File: config.mk
export PLATFORM = sky130hd
export DESIGN_NAME = draw_rect_gen
export DESIGN_NICKNAME = d
export VERILOG_FILES = /design/src/rtl/draw_rect_pkg.sv /design/src/rtl/rect_axis_counter.sv /design/src/rtl/draw_rect_gen.sv
export SDC_FILE = /design/constraint.sdc
export NUM_CORES = 1
export LEC_CHECK = 0
export ABC_CLOCK_PERIOD_IN_PS = 8200
export CAP_MARGIN = 20
export CELL_PAD_IN_SITES_DETAIL_PLACEMENT = 1
export CELL_PAD_IN_SITES_GLOBAL_PLACEMENT = 2
export CORE_ASPECT_RATIO = 0.7
export CORE_UTILIZATION = 29
export CTS_CLUSTER_SIZE = 30
export DETAILED_ROUTE_END_ITERATION = 6
export PLACE_DENSITY_LB_ADDON = 0.08
export REMOVE_ABC_BUFFERS = 1
export SETUP_SLACK_MARGIN = 0.1
export SLEW_MARGIN = 5
export SYNTH_ARGS = -nofsm -noshare
export SYNTH_HDL_FRONTEND = slang
export SYNTH_SLANG_ARGS = --single-unit
File: constraint.sdc
create_clock -name _clock -period 8.2 [get_ports _clock]
set_input_delay 1.64 -clock _clock [delete_from_list [all_inputs] [get_ports _clock]]
set_output_delay 1.64 -clock _clock [all_outputs]
set_load 0.02 [all_outputs]
File: src/rtl/draw_rect_pkg.sv
`default_nettype none
// ============================================================================
// Module   : draw_rect_pkg
// Purpose  : Shared types for the rectangle pixel generator: the sequencer
//            state enumeration, the mode encodings and a helper that picks
//            the first drawing state for a given mode.
// Ports    : none (package)
// Revision : 1.0 - initial parametrised release
// ============================================================================
package draw_rect_pkg;

    typedef enum logic [2:0] {
        IDLE   = 3'd0,
        TOP    = 3'd1,
        RIGHT  = 3'd2,
        BOTTOM = 3'd3,
        LEFT   = 3'd4,
        FILL   = 3'd5,
        DONE   = 3'd6
    } state_t;

    localparam logic MODE_OUTLINE = 1'b0;
    localparam logic MODE_FILL    = 1'b1;

    // First drawing state for a non-degenerate rectangle.
    function automatic state_t first_state(input logic mode);
        state_t s;
        case (mode)
            MODE_OUTLINE: s = TOP;
            MODE_FILL:    s = FILL;
            default:      s = TOP;
        endcase
        return s;
    endfunction

endpackage
`default_nettype wire

File: src/rtl/rect_axis_counter.sv
`default_nettype none
// ============================================================================
// Module   : rect_axis_counter
// Purpose  : Loadable up/down coordinate counter with a terminal-count flag.
//            Arithmetic wraps modulo 2^WIDTH.
// Ports    : clk      - clock
//            rst_n    - synchronous active-low reset (value -> 0)
//            load     - load load_val (highest priority)
//            load_val - value to load
//            up       - increment by one
//            down     - decrement by one (ignored when up is set)
//            term     - terminal value to compare against
//            value    - current count
//            tc       - value == term
// Revision : 1.0 - initial release
// ============================================================================
module rect_axis_counter #(
    parameter int WIDTH = 32
) (
    input  logic             clk,
    input  logic             rst_n,
    input  logic             load,
    input  logic [WIDTH-1:0] load_val,
    input  logic             up,
    input  logic             down,
    input  logic [WIDTH-1:0] term,
    output logic [WIDTH-1:0] value,
    output logic             tc
);

    always_ff @(posedge clk) begin
        if (!rst_n) begin
            value <= '0;
        end else if (load) begin
            value <= load_val;
        end else if (up) begin
            value <= value + WIDTH'(1);
        end else if (down) begin
            value <= value - WIDTH'(1);
        end
    end

    assign tc = (value == term);

endmodule
`default_nettype wire

File: src/rtl/draw_rect_gen.sv
`default_nettype none
// ============================================================================
// Module   : draw_rect_gen
// Purpose  : Streams the pixel coordinates of an axis-aligned rectangle, one
//            per accepted valid/ready beat. Outline mode walks the border
//            clockwise visiting each pixel once; fill mode walks raster order.
// Ports    : _clock   - clock
//            _reset_n - synchronous active-low reset
//            _start   - start request, sampled only in IDLE
//            _mode    - 0 outline, 1 filled (latched at start)
//            s_x, s_y - top-left corner (latched at start)
//            width, height - size in pixels (latched at start)
//            _ready   - downstream accepts the current pixel
//            _out0/_out1 - pixel x / y
//            _valid   - a pixel is presented
//            _busy    - operation in progress (through the DONE cycle)
//            _done    - one-cycle completion pulse
// Revision : 1.0 - initial parametrised release
// ============================================================================
module draw_rect_gen
    import draw_rect_pkg::*;
#(
    parameter int WIDTH = 32
) (
    input  logic             _clock,
    input  logic             _reset_n,
    input  logic             _start,
    input  logic             _mode,
    input  logic [WIDTH-1:0] s_x,
    input  logic [WIDTH-1:0] s_y,
    input  logic [WIDTH-1:0] width,
    input  logic [WIDTH-1:0] height,
    input  logic             _ready,
    output logic [WIDTH-1:0] _out0,
    output logic [WIDTH-1:0] _out1,
    output logic             _valid,
    output logic             _busy,
    output logic             _done
);

    state_t           state, state_nxt;

    // Latched geometry: origin, far corner and the size flags that decide
    // which outline segments exist.
    logic [WIDTH-1:0] sx, sy, xe, ye;
    logic             w_gt1, h_gt1, h_gt2;

    logic             beat;
    logic             x_load, x_up, x_down, y_load, y_up, y_down;
    logic [WIDTH-1:0] x_load_val, y_load_val, x_term, y_term;
    logic [WIDTH-1:0] x_val, y_val;
    logic             x_tc, y_tc;

    always_ff @(posedge _clock) begin
        if (!_reset_n) begin
            state <= IDLE;
            sx    <= '0;
            sy    <= '0;
            xe    <= '0;
            ye    <= '0;
            w_gt1 <= 1'b0;
            h_gt1 <= 1'b0;
            h_gt2 <= 1'b0;
        end else begin
            state <= state_nxt;
            if (state == IDLE && _start) begin
                sx    <= s_x;
                sy    <= s_y;
                xe    <= s_x + width - WIDTH'(1);
                ye    <= s_y + height - WIDTH'(1);
                w_gt1 <= (width > WIDTH'(1));
                h_gt1 <= (height > WIDTH'(1));
                h_gt2 <= (height > WIDTH'(2));
            end
        end
    end

    assign _valid = (state == TOP) || (state == RIGHT) || (state == BOTTOM) ||
                    (state == LEFT) || (state == FILL);
    assign _busy  = (state != IDLE);
    assign _done  = (state == DONE);
    assign beat   = _valid && _ready;
    assign _out0  = x_val;
    assign _out1  = y_val;

    // Segment transitions mostly step the counters by one: the corner pixel
    // of each segment is the last pixel of the previous one, so the next
    // segment begins one step further along the new axis.
    always_comb begin
        state_nxt  = state;
        x_load     = 1'b0;
        x_up       = 1'b0;
        x_down     = 1'b0;
        y_load     = 1'b0;
        y_up       = 1'b0;
        y_down     = 1'b0;
        x_load_val = s_x;
        y_load_val = s_y;
        x_term     = xe;
        y_term     = ye;
        case (state)
            IDLE: begin
                if (_start) begin
                    x_load = 1'b1;
                    y_load = 1'b1;
                    if (width == '0 || height == '0) begin
                        state_nxt = DONE;
                    end else begin
                        state_nxt = first_state(_mode);
                    end
                end
            end
            TOP: begin
                x_term = xe;
                if (beat) begin
                    if (!x_tc) begin
                        x_up = 1'b1;
                    end else if (h_gt1) begin
                        y_up      = 1'b1;
                        state_nxt = RIGHT;
                    end else begin
                        state_nxt = DONE;
                    end
                end
            end
            RIGHT: begin
                y_term = ye;
                if (beat) begin
                    if (!y_tc) begin
                        y_up = 1'b1;
                    end else if (w_gt1) begin
                        x_down    = 1'b1;
                        state_nxt = BOTTOM;
                    end else begin
                        state_nxt = DONE;
                    end
                end
            end
            BOTTOM: begin
                x_term = sx;
                if (beat) begin
                    if (!x_tc) begin
                        x_down = 1'b1;
                    end else if (h_gt2) begin
                        y_down    = 1'b1;
                        state_nxt = LEFT;
                    end else begin
                        state_nxt = DONE;
                    end
                end
            end
            LEFT: begin
                // The top-left corner was already emitted by TOP.
                y_term = sy + WIDTH'(1);
                if (beat) begin
                    if (!y_tc) begin
                        y_down = 1'b1;
                    end else begin
                        state_nxt = DONE;
                    end
                end
            end
            FILL: begin
                x_term = xe;
                y_term = ye;
                if (beat) begin
                    if (!x_tc) begin
                        x_up = 1'b1;
                    end else if (!y_tc) begin
                        x_load     = 1'b1;
                        x_load_val = sx;
                        y_up       = 1'b1;
                    end else begin
                        state_nxt = DONE;
                    end
                end
            end
            DONE: begin
                state_nxt = IDLE;
            end
            default: begin
                state_nxt = IDLE;
            end
        endcase
    end

    rect_axis_counter #(.WIDTH(WIDTH)) u_x_cnt (
        .clk      (_clock),
        .rst_n    (_reset_n),
        .load     (x_load),
        .load_val (x_load_val),
        .up       (x_up),
        .down     (x_down),
        .term     (x_term),
        .value    (x_val),
        .tc       (x_tc)
    );

    rect_axis_counter #(.WIDTH(WIDTH)) u_y_cnt (
        .clk      (_clock),
        .rst_n    (_reset_n),
        .load     (y_load),
        .load_val (y_load_val),
        .up       (y_up),
        .down     (y_down),
        .term     (y_term),
        .value    (y_val),
        .tc       (y_tc)
    );

endmodule
`default_nettype wire
==> out/qor.txt <==
status - finished with violations
failing checks - design-rule violations
measured slew at the worst slew-check pin - 1196 ps
MaxCap Viol Count - 0
Port Buf Inserts - 199
total setup buffers inserted after CTS - 0
final setup violation count - 0
RSZ-0062 raised after global routing - no
Critical Path End Type - register
GRT overflow - 0
Critical Path Start Type - register
number of CTS-inserted buffers - 17
R2R Setup Slk - 1360 ps
post-synthesis sequential area ratio - 21.84%
HP Class - register to register
first-pass GRT wire length - 123200 um
Worst R2R End - u_y_cnt.value[26]
post-route setup TNS - 0 ps
Max Slew Vio Count - 0
clk buf depth - 2
FILL cells - 7537
mapped cell area - 0.01815 mm2
minimum clock period - 6844 ps
clk_lat worst skew - 510 ps
number of synthesized flops with an enable pin - 0
die height - 211.3 um
Starting Density - 29.41%
most frequent cells in the layout - 347 x nand2_1, 310 x inv_1, 250 x a21oi_1, 198 x dfxtp_1, 198 x clkdlybuf4s50_1
Initial DRC Count - 1592
initial antenna violation count - 6
critical-path maximum fanout - 32
CP Class - register to register
sequential cell area - 0.003964 mm2
DP Area - 0.02087 mm2
Area growth syn-to-layout - 18.54%
clk sink count - 198
skew final - 20.53 ps
Hold Crit Start - xe[19]
Post-Layout Cell Count - 3469
DR vias/cell - 5.472
Residual DRC - 20
Synth Area per Inst - 7.252 um2
YS warnings - 0
TritonRoute pass-1 iters - 7
routed len/inst - 24.09 um
Final Hold Vio Count - 0
Worst Path Required - 8610 ps
Leak Pwr - 9.320 nW
worst hold path cell count - 2
FFs w/ async S/R, synth - 0%
hold endpoint - xe[19]
Finished Cell Area - 0.02152 mm2
worst-case reg-to-reg path depth - 22
power density over the cells - 363.1 mW/mm2
Syn Inst Count - 2503
Primary FF master, synth - dfxtp_1
slew margin rel. - 20.29%
vias in the first global route - 18466
proportion of layout cells with a drive suffix above 1 - 3.667%
commonest non-fill, non-tap cell in the layout - nand2_1
Placed Cells - 3431
TritonCTS clock tree - built
post-synth cell types - 91
Die Wd - 301.0 um
post-place setup slack - 1470 ps
peak supply drop - 0.2966 mV
gr usage total - 26.28%
Tcrit/Tclk final - 83.46%
pin count of the biggest net entering global routing - 166
FP Rows - 76
Antenna Violating Nets Remaining - 0
hold buffer count at cts - 0
clock slew at reported path FFs - 80 ps
Placer Congestion - 0.8917
PostCTS Resize Cnt - 0
Synth Register Bits - 198
hpwl dp - 66730 um
setup slack after layout - 1356 ps
fmax - 0.1461 GHz
CTS Root Cell - clkbuf_16
Die ar. - 0.06361 mm2
H-tree depth - 4
# IOs - 200
area occupied by multi-input gates - 0.01258 mm2
critical path data arrival time - 7250 ps
Routed WL - 83570 um
launch point of the worst reg-to-reg path - state[2]
layout net count - 2954
via count - 18983
Std-Cell Core Area - 0.06171 mm2
## state kept, by name (all words and copies together), names as in the netlist
| signal | count |
|---|---|
| u_x_cnt.value | 32 |
| w_gt1 | 1 |
| h_gt2 | 1 |
| u_y_cnt.value | 32 |
| state | 3 |
| sx | 32 |
| xe | 32 |
| h_gt1 | 1 |
| ye | 32 |
| sy | 32 |
## critical path, cell delays in order (launching register included)
cell	delay (ps)
dfxtp_1	630
or3b_2	720
a211oi_1	350
a31oi_1	90
nor4_1	400
nand3_1	210
o41ai_1	520
nor2_1	120
a21oi_2	120
buf_4	390
inv_1	200
fa_1	450
nor2b_1	130
o21ai_0	130
a21o_1	240
nand3_1	120
a211o_1	210
a41oi_1	210
o31a_1	390
o21ai_0	500
or2_2	210
a41oi_1	110
a311oi_1	280
## cell type report
class / instances / share of cell area, %
Antenna cell: 5 / 0.05815
Inverter: 312 / 5.466
Multi-Input combinational cell: 1888 / 58.48
Tap cell: 819 / 4.762
Clock inverter: 11 / 0.6862
Clock buffer: 20 / 2.122
Timing Repair Buffer: 216 / 10.00
Sequential cell: 198 / 18.42
## cell families after synthesis
kind of cell / Yosys count / share of synthesized area, %
AND/OR/NAND/NOR: 817 / 21.57
AO/OA/AOI/OAI: 682 / 24.39
buffers and inverters: 417 / 9.058
flip-flops: 198 / 21.84
adder cells (fa/ha/maj): 188 / 13.12
XOR/XNOR: 160 / 7.720
multiplexers: 41 / 2.302
## routing by layer
| layer | global-route usage [%] | vias to the layer above | wire [um] |
|---|---|---|---|
| met2 | 32.27 | 510 | 29600 |
| li1 | - | 9044 | - |
| met5 | 0 | - | 13 |
| met1 | 44.06 | 9368 | 47280 |
| met3 | 5.183 | 59 | 5625 |
| met4 | 5.584 | 2 | 1053 |
## power breakdown
part	leakage [nW]	switching, mW	internal, mW
sequential	1.63	0.598	1.24
clock	0.297	0.437	0.496
combinational	7.39	3.05	1.99
total	9.32	4.08	3.73
## per-stage QoR
stage          utilization (%)  total power [mW]  hold WS (ps)
2_1_floorplan                -             4.995         431.5
3_3_place_gp             33.82             6.734         443.7
5_1_grt                  34.85             8.376         490.6
6_report                 34.87             7.813         456.7
3_5_place_dp             33.82             6.790         453.1
4_1_cts                  34.80             7.768         464.3
## how the worst max path moves through the flow
stage,from,end,slack [ps],depth (start not counted)
finish,state[2],u_y_cnt.value[26],1360,22
global route,state[2],u_y_cnt.value[31],840,23
CTS,state[2],u_y_cnt.value[30],1420,22
detailed placement,state[2],u_y_cnt.value[30],1470,22
global placement,state[2],u_y_cnt.value[30],1560,22
floorplan,_start,u_y_cnt.value[4],-3420,6
## cell usage after synthesis (31+ instances only)
cell type	number	area (um2)
ha_1	184	2302
nand2_1	347	1303
inv_1	311	1167
nor4_1	31	193.9
nor3_1	52	260.3
o21ai_0	92	460.4
mux2i_1	35	350.3
clkbuf_1	60	225.2
dfxtp_1	198	3964
xor2_1	76	665.6
o211ai_1	33	247.7
a21oi_1	250	1251
nand3_1	57	285.3
xnor2_1	84	735.7
a21o_1	56	420.4
nor2_1	134	503.0
Power figures use the tool's default switching activity.
==> variant 1: new RTL, same settings <==
Make the reset (`_reset_n` and `rst_n`) asynchronous in 2 clocked blocks. Comments in the files are not updated.
--- a/src/rtl/rect_axis_counter.sv
+++ b/src/rtl/rect_axis_counter.sv
@@ -30,3 +30,3 @@
 
-    always_ff @(posedge clk) begin
+    always_ff @(posedge clk or negedge rst_n) begin
         if (!rst_n) begin
--- a/src/rtl/draw_rect_gen.sv
+++ b/src/rtl/draw_rect_gen.sv
@@ -53,3 +53,3 @@
 
-    always_ff @(posedge _clock) begin
+    always_ff @(posedge _clock or negedge _reset_n) begin
         if (!_reset_n) begin
Formal check against the unedited RTL: differs if _reset_n is asserted again (counterexample within 4 cycles, from zero or initial values and one cycle with _reset_n low); with _reset_n held inactive, the same outputs for 4 cycles.
==> variant 1 against the original RTL <==
Wire length shrank 9.1%. Non-clock buffer count up 2. Setup slack lost 0.72 ns. Cell area is 0.90% higher. Sequential cell count unchanged. Area after synthesis grew 0.77%. Critical path type unchanged. Critical endpoint is now u_y_cnt.value[31]$_DFFE_PN0P_. Highest routed layer is now met4.
Power is not compared: it rests on default switching activity, and its combinational part moved more than twofold at a synthesized area within 25%.
==> variant 1: results (changes against the original RTL) <==
* DRT Pass-1 Iters at 5 (-2)
* Post-synthesis mux area share at 3.37% (+1.1 points)
* Setup WS pre-CTS at 0.518 ns (-0.952 ns)
* DR WL/cell at 23.0 um (-4.6%)
* Top_reg_cell synth: dfrtp_1
* Top cells by area, synth: dfrtp_1, ha_1, nand2_1, inv_1, o21ai_0
* Average size of a mapped cell at 7.90 um^2 (+8.9%)
* Placed cell area at 21100 um^2 (+1.2%)
* FFs w/ async S/R, synth at 100% (+100 points)
* Nets at 2794 (-5.4%)
* DR iter-0 viols at 1226 (-23%)
* Via/cell ratio at 5.29 (-3.4%)
* Footprint of the multi-input gates at 11800 um^2 (-5.9%)
* Status: completed
* First-pass GRT wire length at 113 mm (-8.0%)
* Total GRT Usage at 23.9% (-2.4 points)
* Peak VDD IR at 157 uV
* Worst endpoint data arrival time at 7.94 ns (+0.69 ns)
* Sequential share of the synthesized area at 27.1% (+5.3 points)
* # placed instances at 3272 (-4.6%)
* Worst path slowest cell: dfrtp_1
* Layout cell share with drive strength beyond 1 at 4.55% (+0.88 points)
* # fillers at 7390 (-2.0%)
* Critical Path Fanout Max at 28 (-13%)
* Max incr delay on CP at 0.61 ns (-0.11 ns)
* Post-synthesis compound-gate area fraction at 21.4% (-3.0 points)
* Via count at 17500 (-7.9%)
* Initial antenna violation count at 4 (-2)
* Synth cell types at 85 (-6.6%)
* Clock Latency Late Sink at 0.48 ns (-0.03 ns)
* Worst Skew at 0.0150 ns (-0.00556 ns)
* Adder-cell area share of the yosys netlist at 13.0% (-0.10 points)
* CTS clk-pin slew, worst paths at 0.08 ns (about the same)
* Worst hold path type: flip-flop to flip-flop
* Most frequent cells after synthesis: nand2_1, inv_1, o21ai_0, dfrtp_1, ha_1
* Largest net degree at the start of global routing at 83 (-50%)
==> variant 1: cell types whose count changed in the layout (fill, tap and decap cells not counted), moves of 27 or more <==
| cell | before | now |
|---|---|---|
| dfrtp_1 | 0 | 198 |
| nor2_1 | 134 | 88 |
| nand2_1 | 347 | 320 |
| o21ai_0 | 92 | 210 |
| a21oi_1 | 250 | 133 |
| nor3_1 | 50 | 21 |
| dfxtp_1 | 198 | 0 |
==> variant 1: final cells by class <==
| cell class | instances | area share [%] |
|---|---|---|
| Multi-Input combinational cell | 1727 | 54.6 |
| Sequential cell | 198 | 22.8 |
| Timing Repair Buffer | 218 | 9.85 |
| Inverter | 311 | 5.38 |
| Tap cell | 819 | 4.72 |
| Clock buffer | 19 | 1.99 |
| Clock inverter | 13 | 0.663 |
| Antenna cell | 1 | 0.0115 |
==> variant 1: worst paths after layout <==
path | start | to | slack (ns) | cells after the start
max in group asynchronous | _reset_n | u_y_cnt.value[5]$_DFFE_PN0P_ | 5.56 | 2
max | state[1]$_DFFE_PN0P_ | u_y_cnt.value[31]$_DFFE_PN0P_ | 0.64 | 25
max reg2reg | state[1]$_DFFE_PN0P_ | u_y_cnt.value[31]$_DFFE_PN0P_ | 0.64 | 25
min reg2reg | xe[28]$_DFFE_PN0P_ | xe[28]$_DFFE_PN0P_ | 0.50 | 2
min | xe[28]$_DFFE_PN0P_ | xe[28]$_DFFE_PN0P_ | 0.50 | 2
min in group asynchronous | _reset_n | sx[8]$_DFFE_PN0P_ | 1.19 | 1
==> variant 1: layer usage <==
metal | GRT usage [%] | part of all wire (%) | vias up
li1 | - | - | 8392
met1 | 40.6 | 57 | 8674
met2 | 30.5 | 37 | 383
met3 | 3.85 | 5.6 | 25
met4 | 2.73 | 0.59 | 0
met5 | 0 | 0 | -
==> variant 2: new RTL, config.mk and constraints unchanged <==
Made on the original files. `WIDTH` is set to 32 in 2 places; all go to 16.
--- a/src/rtl/rect_axis_counter.sv
+++ b/src/rtl/rect_axis_counter.sv
@@ -17,3 +17,3 @@
 module rect_axis_counter #(
-    parameter int WIDTH = 32
+    parameter int WIDTH = 16
 ) (
--- a/src/rtl/draw_rect_gen.sv
+++ b/src/rtl/draw_rect_gen.sv
@@ -22,3 +22,3 @@
 #(
-    parameter int WIDTH = 32
+    parameter int WIDTH = 16
 ) (
Interface: changed (6 resized); port bits go from 200 to 104. No check against the original RTL was run, so the function may have changed too.
==> variant 2 against the original RTL <==
First-iteration DRC count is 75% lower. Area after synthesis shrank 52%. Total power decreased by 55%. Setup slack better by 0.61 ns. Sequential cell count shrank 96. Wire length down 63%. Cell count decreased by 53%. Worst hold slack gained 0.0079 ns. Cell area shrank 52%. Maximum frequency grew 9.8%. Critical path depth fell by 3. Die area fell by 52%.
==> variant 2: results (changes against the original RTL) <==
* DRT Pass-1 Iters at 5 (-2)
* Most frequent cells after synthesis: inv_1, nand2_1, a21oi_1, dfxtp_1, ha_1
* Initial antenna violation count at 2 (-4)
* Status: completed
* H-Tree Depth at 3 (-1)
* Vias in the first global route at 8247 (-55%)
* R2R Setup Slk at 1.97 ns (+0.61 ns)
* Routed wire length at 31.0 mm (-63%)
* Worst endpoint data arrival time at 6.51 ns (-0.74 ns)
* Hold Startpoint: ye[13]$_SDFFE_PN0P_
* Worst path slowest cell: dfxtp_1
* Worst r2r path cells at 19 (-14%)
* Layout cell share with drive strength beyond 1 at 4.07% (+0.40 points)
* Worst Skew at 0.0140 ns (-0.00652 ns)
* Synth cell types at 71 (-22%)
* Average size of a mapped cell at 7.38 um^2 (+1.8%)
* Sequential share of the synthesized area at 23.6% (+1.8 points)
* Nets at 1410 (-52%)
* R2R Path End: u_y_cnt.value[14]$_SDFFE_PN0P_
* DR iter-0 viols at 405 (-75%)
* Cell leakage power at 4.37 nW (-53%)
* Max incr delay on CP at 0.77 ns (+0.05 ns)
* Sink of the worst hold path: ye[13]$_SDFFE_PN0P_
* Total clock buffers created by CTS at 9 (-8)
* Clock Latency Late Sink at 0.37 ns (-0.14 ns)
* First-pass GRT wire length at 49.6 mm (-60%)
* Final std cells w/o fill at 1632 (-53%)
* Top cells by area, synth: dfxtp_1, ha_1, inv_1, nand2_1, a21oi_1
* Peak VDD IR at 112 uV (-62%)
* PortBufs at 103 (-48%)
## variant 2: cell count changes in the layout (fill, tap and decap cells not counted), moves of 40 or more
cell             unedited run  this run
inv_1                     310       159
dfxtp_1                   198       102
ha_1                      184        88
a21oi_1                   250       102
nor2_1                    134        83
o21ai_0                    92        49
a21o_1                     56        16
nand2_1                   347       149
xor2_1                     76        33
clkdlybuf4s50_1           198       103
## variant 2: layout make-up
cell class	instances	area [um^2]
fillers	3613	18800
clock inverters	2	13.8
inverters	160	601
well taps	378	473
multi-input cells	864	5810
flip-flops and latches	102	2040
clock buffers	14	284
repair buffers	112	1120
## variant 2: tightest hold or removal path: cells and delay by family (launching register included)
kind | cells | cell delay (ns)
flops | 1 | 0.32
simple gates | 1 | 0.05
compound gates | 1 | 0.05
## variant 2: stage by stage
step / util [%] / instance area, um^2 / hold WS (ns)
final: 35.5 / 10300 / 0.465
after floorplan: - / 8440 / 0.432
after global placement: 34.3 / 10000 / 0.448
after detailed placement: 34.3 / 10000 / 0.459
after CTS: 35.4 / 10300 / 0.469
after global routing: 35.5 / 10300 / 0.494
## variant 2: worst max path at each step
stage	start	to	slack, ns	cells after the start
CTS	state[2]$_SDFFE_PN0P_	u_y_cnt.value[14]$_SDFFE_PN0P_	1.69	19
finish	state[2]$_SDFFE_PN0P_	u_y_cnt.value[14]$_SDFFE_PN0P_	1.97	19
global placement	state[2]$_SDFFE_PN0P_	u_y_cnt.value[15]$_SDFFE_PN0P_	1.89	18
global route	state[2]$_SDFFE_PN0P_	u_y_cnt.value[14]$_SDFFE_PN0P_	1.40	19
detailed placement	state[2]$_SDFFE_PN0P_	u_y_cnt.value[15]$_SDFFE_PN0P_	1.70	18
floorplan	state[2]$_SDFFE_PN0P_	u_y_cnt.value[15]$_SDFFE_PN0P_	2.87	18
## variant 2: power by group
part           switching [mW]  internal [mW]  total, mW
Combinational            1.22          0.933       2.15
Sequential              0.249          0.641      0.890
Clock                   0.207          0.240      0.447
Total                    1.68           1.81       3.49
## variant 2: kinds of logic (layout without fill, tap and decap cells)
logic type	count (synthesis)	after routing	synth area share, %
simple gates	379	379	20.7
compound gates	284	284	21.1
buf+inv	206	288	9.37
flops	102	102	23.6
fa+ha+maj	92	92	13.6
xor+xnor	79	79	8.00
mux	30	30	3.56
## variant 2: per-layer routing
metal	wire length, um	up-vias	track usage [%]
li1	-	4199	-
met1	18400	3920	34.5
met2	11200	113	27.6
met3	1090	17	3.48
met4	207	2	3.44
met5	13	-	0
